`src/rtl/rr_grant_arbiter.sv`:
```
// rr_grant_arbiter: rotating-priority arbiter that holds a registered one-hot grant per owner.
// Latency: a request sampled at edge N is granted after edge N; a release hands over at that same edge.
// Backpressure: non-owners wait and never preempt; the owner keeps the grant until release or MAX_HOLD cycles.
module rr_grant_arbiter #(
  parameter int REQ_NUM  = 7,
  parameter int MAX_HOLD = 16
) (
  input  logic                       clk_i,
  input  logic                       arstn_i,
  input  logic [REQ_NUM-1:0]         req_i,
  output logic [REQ_NUM-1:0]         gnt_o,
  output logic                       gnt_val_o,
  output logic [$clog2(REQ_NUM)-1:0] gnt_id_o,
  output logic                       timeout_o
);

  localparam int IW = $clog2(REQ_NUM);
  localparam int CW = $clog2(MAX_HOLD + 1);

  typedef enum logic {IDLE, GRANT} state_t;

  state_t              state_q, state_d;
  logic [IW-1:0]       ptr_q, ptr_d;
  logic [CW-1:0]       cnt_q, cnt_d;
  logic [REQ_NUM-1:0]  gnt_q, gnt_d;
  logic                val_q, val_d;
  logic [IW-1:0]       id_q, id_d;
  logic                to_q, to_d;

  logic [REQ_NUM-1:0]  cand;
  logic [IW-1:0]       start;
  logic [IW-1:0]       nxt_ptr;
  logic                rel, tmo;
  logic                pick_vld;
  logic [IW-1:0]       pick_id;
  int                  idx;

  // Candidate set, search start and the rotating first-set search.
  // On a handover the current owner is masked out and the search starts just past it,
  // which is exactly where the pointer is being moved to at this edge.
  always_comb begin
    nxt_ptr = (id_q == IW'(REQ_NUM - 1)) ? '0 : id_q + 1'b1;
    rel     = ~req_i[id_q];
    tmo     = (cnt_q == CW'(MAX_HOLD));
    cand    = req_i;
    start   = ptr_q;
    if (state_q == GRANT) begin
      cand[id_q] = 1'b0;
      start      = nxt_ptr;
    end
    pick_vld = 1'b0;
    pick_id  = '0;
    idx      = 0;
    // Walk offsets from the far end so the nearest set bit at/after start wins.
    for (int k = REQ_NUM - 1; k >= 0; k--) begin
      idx = int'(start) + k;
      if (idx >= REQ_NUM) idx = idx - REQ_NUM;
      if (cand[idx[IW-1:0]]) begin
        pick_vld = 1'b1;
        pick_id  = idx[IW-1:0];
      end
    end
  end

  // Next-state and next-output logic; release takes precedence over timeout.
  always_comb begin
    state_d = state_q;
    ptr_d   = ptr_q;
    cnt_d   = cnt_q;
    gnt_d   = gnt_q;
    val_d   = val_q;
    id_d    = id_q;
    to_d    = 1'b0;
    case (state_q)
      IDLE: begin
        if (pick_vld) begin
          gnt_d          = '0;
          gnt_d[pick_id] = 1'b1;
          val_d          = 1'b1;
          id_d           = pick_id;
          cnt_d          = CW'(1);
          state_d        = GRANT;
        end
      end
      GRANT: begin
        if (rel || tmo) begin
          ptr_d = nxt_ptr;
          to_d  = ~rel;
          if (pick_vld) begin
            gnt_d          = '0;
            gnt_d[pick_id] = 1'b1;
            id_d           = pick_id;
            cnt_d          = CW'(1);
          end else begin
            gnt_d   = '0;
            val_d   = 1'b0;
            state_d = IDLE;
          end
        end else begin
          cnt_d = cnt_q + 1'b1;
        end
      end
      default: state_d = IDLE;
    endcase
  end

  // State and output registers, cleared immediately on reset assertion.
  always_ff @(posedge clk_i or negedge arstn_i) begin
    if (!arstn_i) begin
      state_q <= IDLE;
      ptr_q   <= '0;
      cnt_q   <= '0;
      gnt_q   <= '0;
      val_q   <= 1'b0;
      id_q    <= '0;
      to_q    <= 1'b0;
    end else begin
      state_q <= state_d;
      ptr_q   <= ptr_d;
      cnt_q   <= cnt_d;
      gnt_q   <= gnt_d;
      val_q   <= val_d;
      id_q    <= id_d;
      to_q    <= to_d;
    end
  end

  assign gnt_o     = gnt_q;
  assign gnt_val_o = val_q;
  assign gnt_id_o  = id_q;
  assign timeout_o = to_q;

endmodule

```
`config.mk`:
```
export PLATFORM = sky130hd
export DESIGN_NAME = rr_grant_arbiter
export DESIGN_NICKNAME = d
export VERILOG_FILES = /design/src/rtl/rr_grant_arbiter.sv
export SDC_FILE = /design/constraint.sdc
export NUM_CORES = 1
export LEC_CHECK = 0
export CORE_MARGIN = 5
export CORE_UTILIZATION = 27
export CTS_BUF_LIST = sky130_fd_sc_hd__clkbuf_4 sky130_fd_sc_hd__clkbuf_8
export DETAILED_ROUTE_END_ITERATION = 8
export GPL_TIMING_DRIVEN = 1
export MAX_ROUTING_LAYER = met4
export PLACE_DENSITY = 0.51
export SETUP_SLACK_MARGIN = 0.3
export SLEW_MARGIN = 10
export SYNTH_ARGS = -nofsm -noshare
export SYNTH_HDL_FRONTEND = slang
export SYNTH_SLANG_ARGS = --single-unit
export TNS_END_PERCENT = 20
```
`constraint.sdc`:
```
create_clock -name clk_i -period 7.7 [get_ports clk_i]
set_clock_uncertainty 0.05 [all_clocks]
set_input_delay 1.54 -clock clk_i [delete_from_list [all_inputs] [get_ports clk_i]]
set_output_delay 1.54 -clock clk_i [all_outputs]
set_load 0.01 [all_outputs]
```
-- After elaboration in Yosys (flattened, before gate mapping)
Index checks and enable logic that the tools add are counted.
- register bits: 21
- input bits: 9
- output and inout bits: 12
- word-level logic and storage cells: 118
- add/subtract/negate cells: 15
- $lt $le $gt $ge: 18
- eq/ne operators: 5
- muxes and demuxes: 63
- bitwise gates (word level): 4
- reductions and logical operators: 6
- operators with widths (operator ; count):
    2-to-1 mux 3 bit ; 18
    less-than comparator 3 x 4 -> 1 bit, second input constant ; 9
    2-to-1 mux 7 bit ; 4
    binary-select mux 1 bit (select 3 bit) ; 8
    >= comparator 4 x 3 -> 1 bit, second input constant ; 6
    2-to-1 mux 1 bit ; 24
    subtractor 3 bit, second input constant ; 7
    one-hot mux 7 bit (2 select lines) ; 1
    adder 3 x 3 -> 4 bit, second input constant ; 3
    2-to-1 mux 5 bit ; 2
    one-hot mux 5 bit (2 select lines) ; 1
    adder 3 x 2 -> 4 bit, second input constant ; 2
    bitwise AND 7 bit ; 1
    inverter 7 bit ; 1
    demux 1 bit (select 3 bit) ; 2
    >= comparator 3 x 1 -> 1 bit, second input constant ; 2
    one-hot mux 3 bit (2 select lines) ; 1
    adder 5 x 1 -> 5 bit, second input constant ; 1
    equality test 5 bit, second input constant ; 1
    adder 3 x 1 -> 4 bit, second input constant ; 1
    inequality test 2 bit, second input constant ; 2
    one-hot mux 1 bit (2 select lines) ; 2
    AND reduction 2 bit ; 2
    adder 3 x 1 -> 3 bit, second input constant ; 1
    other kinds (7) ; 9

-- Depth between registers and ports, before layout
- depth after elaboration: 23
- gate-level depth with buffers: 18
- gate-level depth less buffers: 15

-- Least setup slack after synthesis
OpenSTA, ideal clock, no wires.
- path kind: flip-flop to flip-flop
- start: reg id_q[2], in the netlist gnt_id_o[2]
- end: reg gnt_q[4], in the netlist gnt_o[4]
- setup time: 0.122 ns
- arrival: 4.523 ns
- data required time: 7.528 ns
- setup slack: 3.006 ns
- stages on the path, launching flop included: 18
- buffers on the path: 3
- period minus slack after synthesis: 4.694 ns
- cells stage by stage: dfrtp_1 and2_1 buf_2 o21ai_4 buf_2 buf_2 ha_1 inv_1 fa_1 mux2i_1 mux2i_1 mux2_2 mux2i_1 o31ai_1 a31o_2 or4b_4 nor2b_4 a32o_1
- word-level cells in the longest chain between the ends: 23
- elaborated cells between the ends (all ways): 83
- classes of those cells: add/sub: 14; order compare: 11; eq/ne: 3; mux: 48; bitwise: 3; reduce/logical: 4
- RTL lines (item ; RTL line ; RTL):
    start: declaration ; 27 ; logic [IW-1:0] id_q, id_d;
    start signal: assignment ; 123 ; id_q <= id_d;
    branches (longest 23 deep; another with adder 3 x 3 -> 4 bit) ; - ;
    end signal: assignment ; 121 ; gnt_q <= gnt_d;
    end: declaration ; 25 ; logic [REQ_NUM-1:0] gnt_q, gnt_d;
Several ways; the timed one is not identified. The select of a mux whose other input is x is not followed.
A chain may end at the register's enable or synchronous reset.

-- Final worst setup path
- start: reg state_q
- end: reg gnt_q[0], in the netlist gnt_o[0]
- word-level cells in the longest chain between the ends: 20
- elaborated cells between the ends (all ways): 70
- classes of those cells: add/sub: 13; order compare: 9; eq/ne: 2; mux: 43; bitwise: 1; reduce/logical: 2
- RTL lines (item ; RTL line ; RTL):
    start: declaration ; 22 ; state_t state_q, state_d;
    start signal: assignment ; 118 ; state_q <= state_d;
    2-to-1 mux 3 bit ; 47 ; if (state_q == GRANT) begin
    adder 3 x 3 -> 4 bit ; 56 ; idx = int'(start) + k;
    >= comparator 4 x 3 -> 1 bit / subtractor 3 bit (equally long branches) ; 57 ; if (idx >= REQ_NUM) idx = idx - REQ_NUM;
    2-to-1 mux 3 bit ; 57 ;
    binary-select mux 1 bit (select 3 bit) ; 58 ; if (cand[idx[IW-1:0]]) begin
    2-to-1 mux 1 bit (implied by the code) ; 58 ;
    2-to-1 mux 3 bit (7 in series) ; 58 ;
    less-than comparator 3 x 4 -> 1 bit (implied by the code) / >= comparator 3 x 1 -> 1 bit (equally long branches) ; 78, 91 ;
    logical AND 1 bit (implied by the code) ; 78, 91 ;
    2-to-1 mux 1 bit (implied by the code) ; 78, 91 ;
    demux 1 bit (select 3 bit) ; 78, 91 ;
    2-to-1 mux 7 bit ; 89 ; if (pick_vld) begin
    2-to-1 mux 7 bit ; 86 ; if (rel || tmo) begin
    one-hot mux 7 bit (2 select lines) ; 74 ; case (state_q)
Parallel ways exist; a longest one is shown, timed or not. The select of a mux whose other input is x is not followed.

==> results.py <==
metrics = {
    "outcome": {
        "outcome": "finished, final reports clean",
    },
    "clock_tree": {
        "post-cts-setup-buffers": 0,
        "cts_tree": "yes",
        "htree_levels": 1,
        "cts_sinks": 21,
        "cts_buffers": 3,
        "cts_buffer_depth": 2,
        "cts_resized": 0,
        "clockRootBuffer": "clkbuf_8",
        "postCtsHoldBufs": 0,
        "clk_latency_ns": 0.26,
        "clk_pin_slew_worst_paths_ns": 0.08,
    },
    "layout": {
        "multi_input_area_sq_um": 2420,
        "utilization_pct": 30.6,
        "areaGrowthSynthToFinish_pct": 11.0,
        "nNetsFinal": 426,
        "regArea_sq_um": 526,
        "drive_above_1_share_pct": 10.9,
        "fillers": 1232,
        "diodes": 0,
    },
    "worst_setup_path": {
        "cpMostUsedCell": "mux2i_1",
        "path_max_fanout": 32,
        "startpoint_type": "flip-flop",
        "cp_cell_sequence": "nand2b_1, o21ai_4, ha_1, inv_1, fa_1, mux2i_1, mux2i_1, mux2_2, mux2i_1, o31ai_1, o41ai_1, nand4b_1, a222oi_1",
        "setup.worst_path.class": "reg -> reg",
        "worst_setup_path_end_kind": "flip-flop",
        "cp_slowest_stage_delay_ns": 1.00,
        "arrival_ns": 6.05,
        "cpMaxStageDelayCell": "o41ai_1",
        "worstPathRequired_ns": 7.80,
    },
    "sta": {
        "fin_hold_ws_ns": 0.451,
        "hold_viol_final": 0,
        "max_slew.worst_pin.slew_ns": 1.16,
        "max_freq_ghz": 0.168,
        "report.final.setup_viol": 0,
        "fin_crit_sh_pct": 77.3,
        "setup-tns-final_ns": 0,
        "final-max-slew-violation-count": 0,
        "rsz0062_at_grt": "false",
        "min_period_ns": 5.95,
        "timing.slew.headroom_pct": 21.6,
        "post-route-worst-setup-slack_ns": 1.75,
    },
    "global_routing": {
        "grt_use_total_pct": 15.4,
        "grt_max_degree": 33,
        "gr-total-overflow": 0,
        "grt_pass1_vias": 3217,
        "grt_antenna_before_repair": 0,
        "grt_pass1_wl_um": 17500,
    },
    "route": {
        "post_drt_wl_per_cell_um": 20.1,
        "ant_nets": 0,
        "drc_errors": 0,
        "route.vias.total": 3392,
        "drtIter0Drc": 395,
        "via_per_inst": 6.20,
        "drt_wl_total_um": 11000,
        "dr.pass1.iters": 5,
    },
    "worst_hold_path": {
        "hp-class": "reg -> reg",
    },
    "die": {
        "core_sq_um": 11400,
        "start_util_pct": 27.5,
        "dieArea_sq_um": 13900,
        "pin_count": 21,
        "die_w_um": 118,
        "die_h_um": 118,
        "fp-row-count": 39,
    },
    "synth": {
        "synth_edf_count": 0,
        "synth_top_area_share_pct": 16.7,
        "yosysMostFrequentCell": "nand2_1",
        "synth_area_leaders": "dfrtp_1 (17%), ha_1 (4.4%), nand2_1 (4.1%)",
        "async_flop_share_pct": 100,
        "syn_nets": 421,
        "ys_warn_count": 0,
        "netlist_area_sq_um": 3140,
        "synth_common_cells": "nand2_1 (34), nor2_1 (31), o21ai_0 (23)",
        "synth.distinct_cells": 90,
        "yosys.area.top_type": "dfrtp_1",
        "yosysSeqAreaShare_pct": 16.7,
        "syn_area_per_cell_sq_um": 7.86,
        "ys.flop_type": "dfrtp_1",
        "ys_ff_latch": 21,
        "postSynthCellCount": 400,
    },
    "flow_run": {
        "maxCapViolCount": 0,
    },
    "placed_design": {
        "place_congestion": 0.931,
        "io_buffers": 20,
        "post-place-ws_ns": 1.85,
        "dp_hpwl_um": 8210,
    },
}
## cell type report
class	instances	area share, %
Multi-Input combinational cell	332	69.4
Sequential cell	21	15.1
Timing Repair Buffer	24	6.60
Tap cell	143	5.13
Inverter	23	2.47
Clock buffer	3	1.18
Clock inverter	1	0.143
## path summary, 6_finish.rpt
| path | startpoint | to | slack [ns] | depth (start not counted) |
|---|---|---|---|---|
| max reg2reg | state_q | gnt_o[0] | 1.75 | 13 |
| max in group asynchronous | arstn_i | gnt_o[5] | 5.21 | 1 |
| min | gnt_val_o | gnt_val_o | 0.45 | 1 |
| max | state_q | gnt_o[0] | 1.75 | 13 |
| min in group asynchronous | arstn_i | gnt_o[6] | 1.78 | 1 |
| min reg2reg | gnt_val_o | gnt_val_o | 0.45 | 1 |
## layout by cell type (no fill, tap or decap), drive strengths merged, types with 4 or more instances in the layout
cell type / count
nand2: 34
nor2: 31
o21ai: 25
inv: 23
dfrtp: 21
clkdlybuf4s50: 20
nand3: 14
a211oi: 14
a21oi: 13
mux2i: 12
ha: 11
a31oi: 9
nor3: 9
nand2b: 8
o211ai: 8
o31ai: 7
a31o: 6
a2111oi: 6
a41oi: 5
o22ai: 5
mux2: 5
a311oi: 5
a22oi: 5
nand4: 4
o221ai: 4
or2: 4
o21a: 4
a22o: 4
buf: 4
a21boi: 4
nor2b: 4
## critical path, delay by kind of cell (launching register included)
kind                     cells  cell delay, ns
AND/OR/NAND/NOR              2            0.57
adder cells (fa/ha/maj)      2            0.80
buffers and inverters        1            0.09
AO/OA/AOI/OAI                4            2.06
flip-flops                   1            0.94
multiplexers                 4            1.33
## through the flow
step                area [sq um]  instances
floorplan                   3140        400
global placement            3440        543
detailed placement          3440        543
CTS                         3490        547
global route                3490        547
finish                      3490        547
## kinds of logic after synthesis
family,synth area share [%]
AOI/OAI and AO/OA,39.5
xor gates and xnor gates,1.11
adders and majority gates,5.02
buffers and inverters,6.25
DFF,16.7
muxes,7.29
and+or+nand+nor,24.2
## state kept, by name, summed over array words and instances (netlist names)
| register | flops |
|---|---|
| gnt_val_o | 1 |
| gnt_o | 7 |
| gnt_id_o | 3 |
| timeout_o | 1 |
| cnt_q | 5 |
| ptr_q | 3 |
| state_q | 1 |
## metal layers
layer  GRT usage [%]  wire (um)
met5               -          0
met4            4.09        236
met1            21.6       5020
met2            22.9       4920
met3            2.50        813
Power is not shown: default switching activity piles up to over one toggle a cycle in this logic, so the estimate is an artifact.
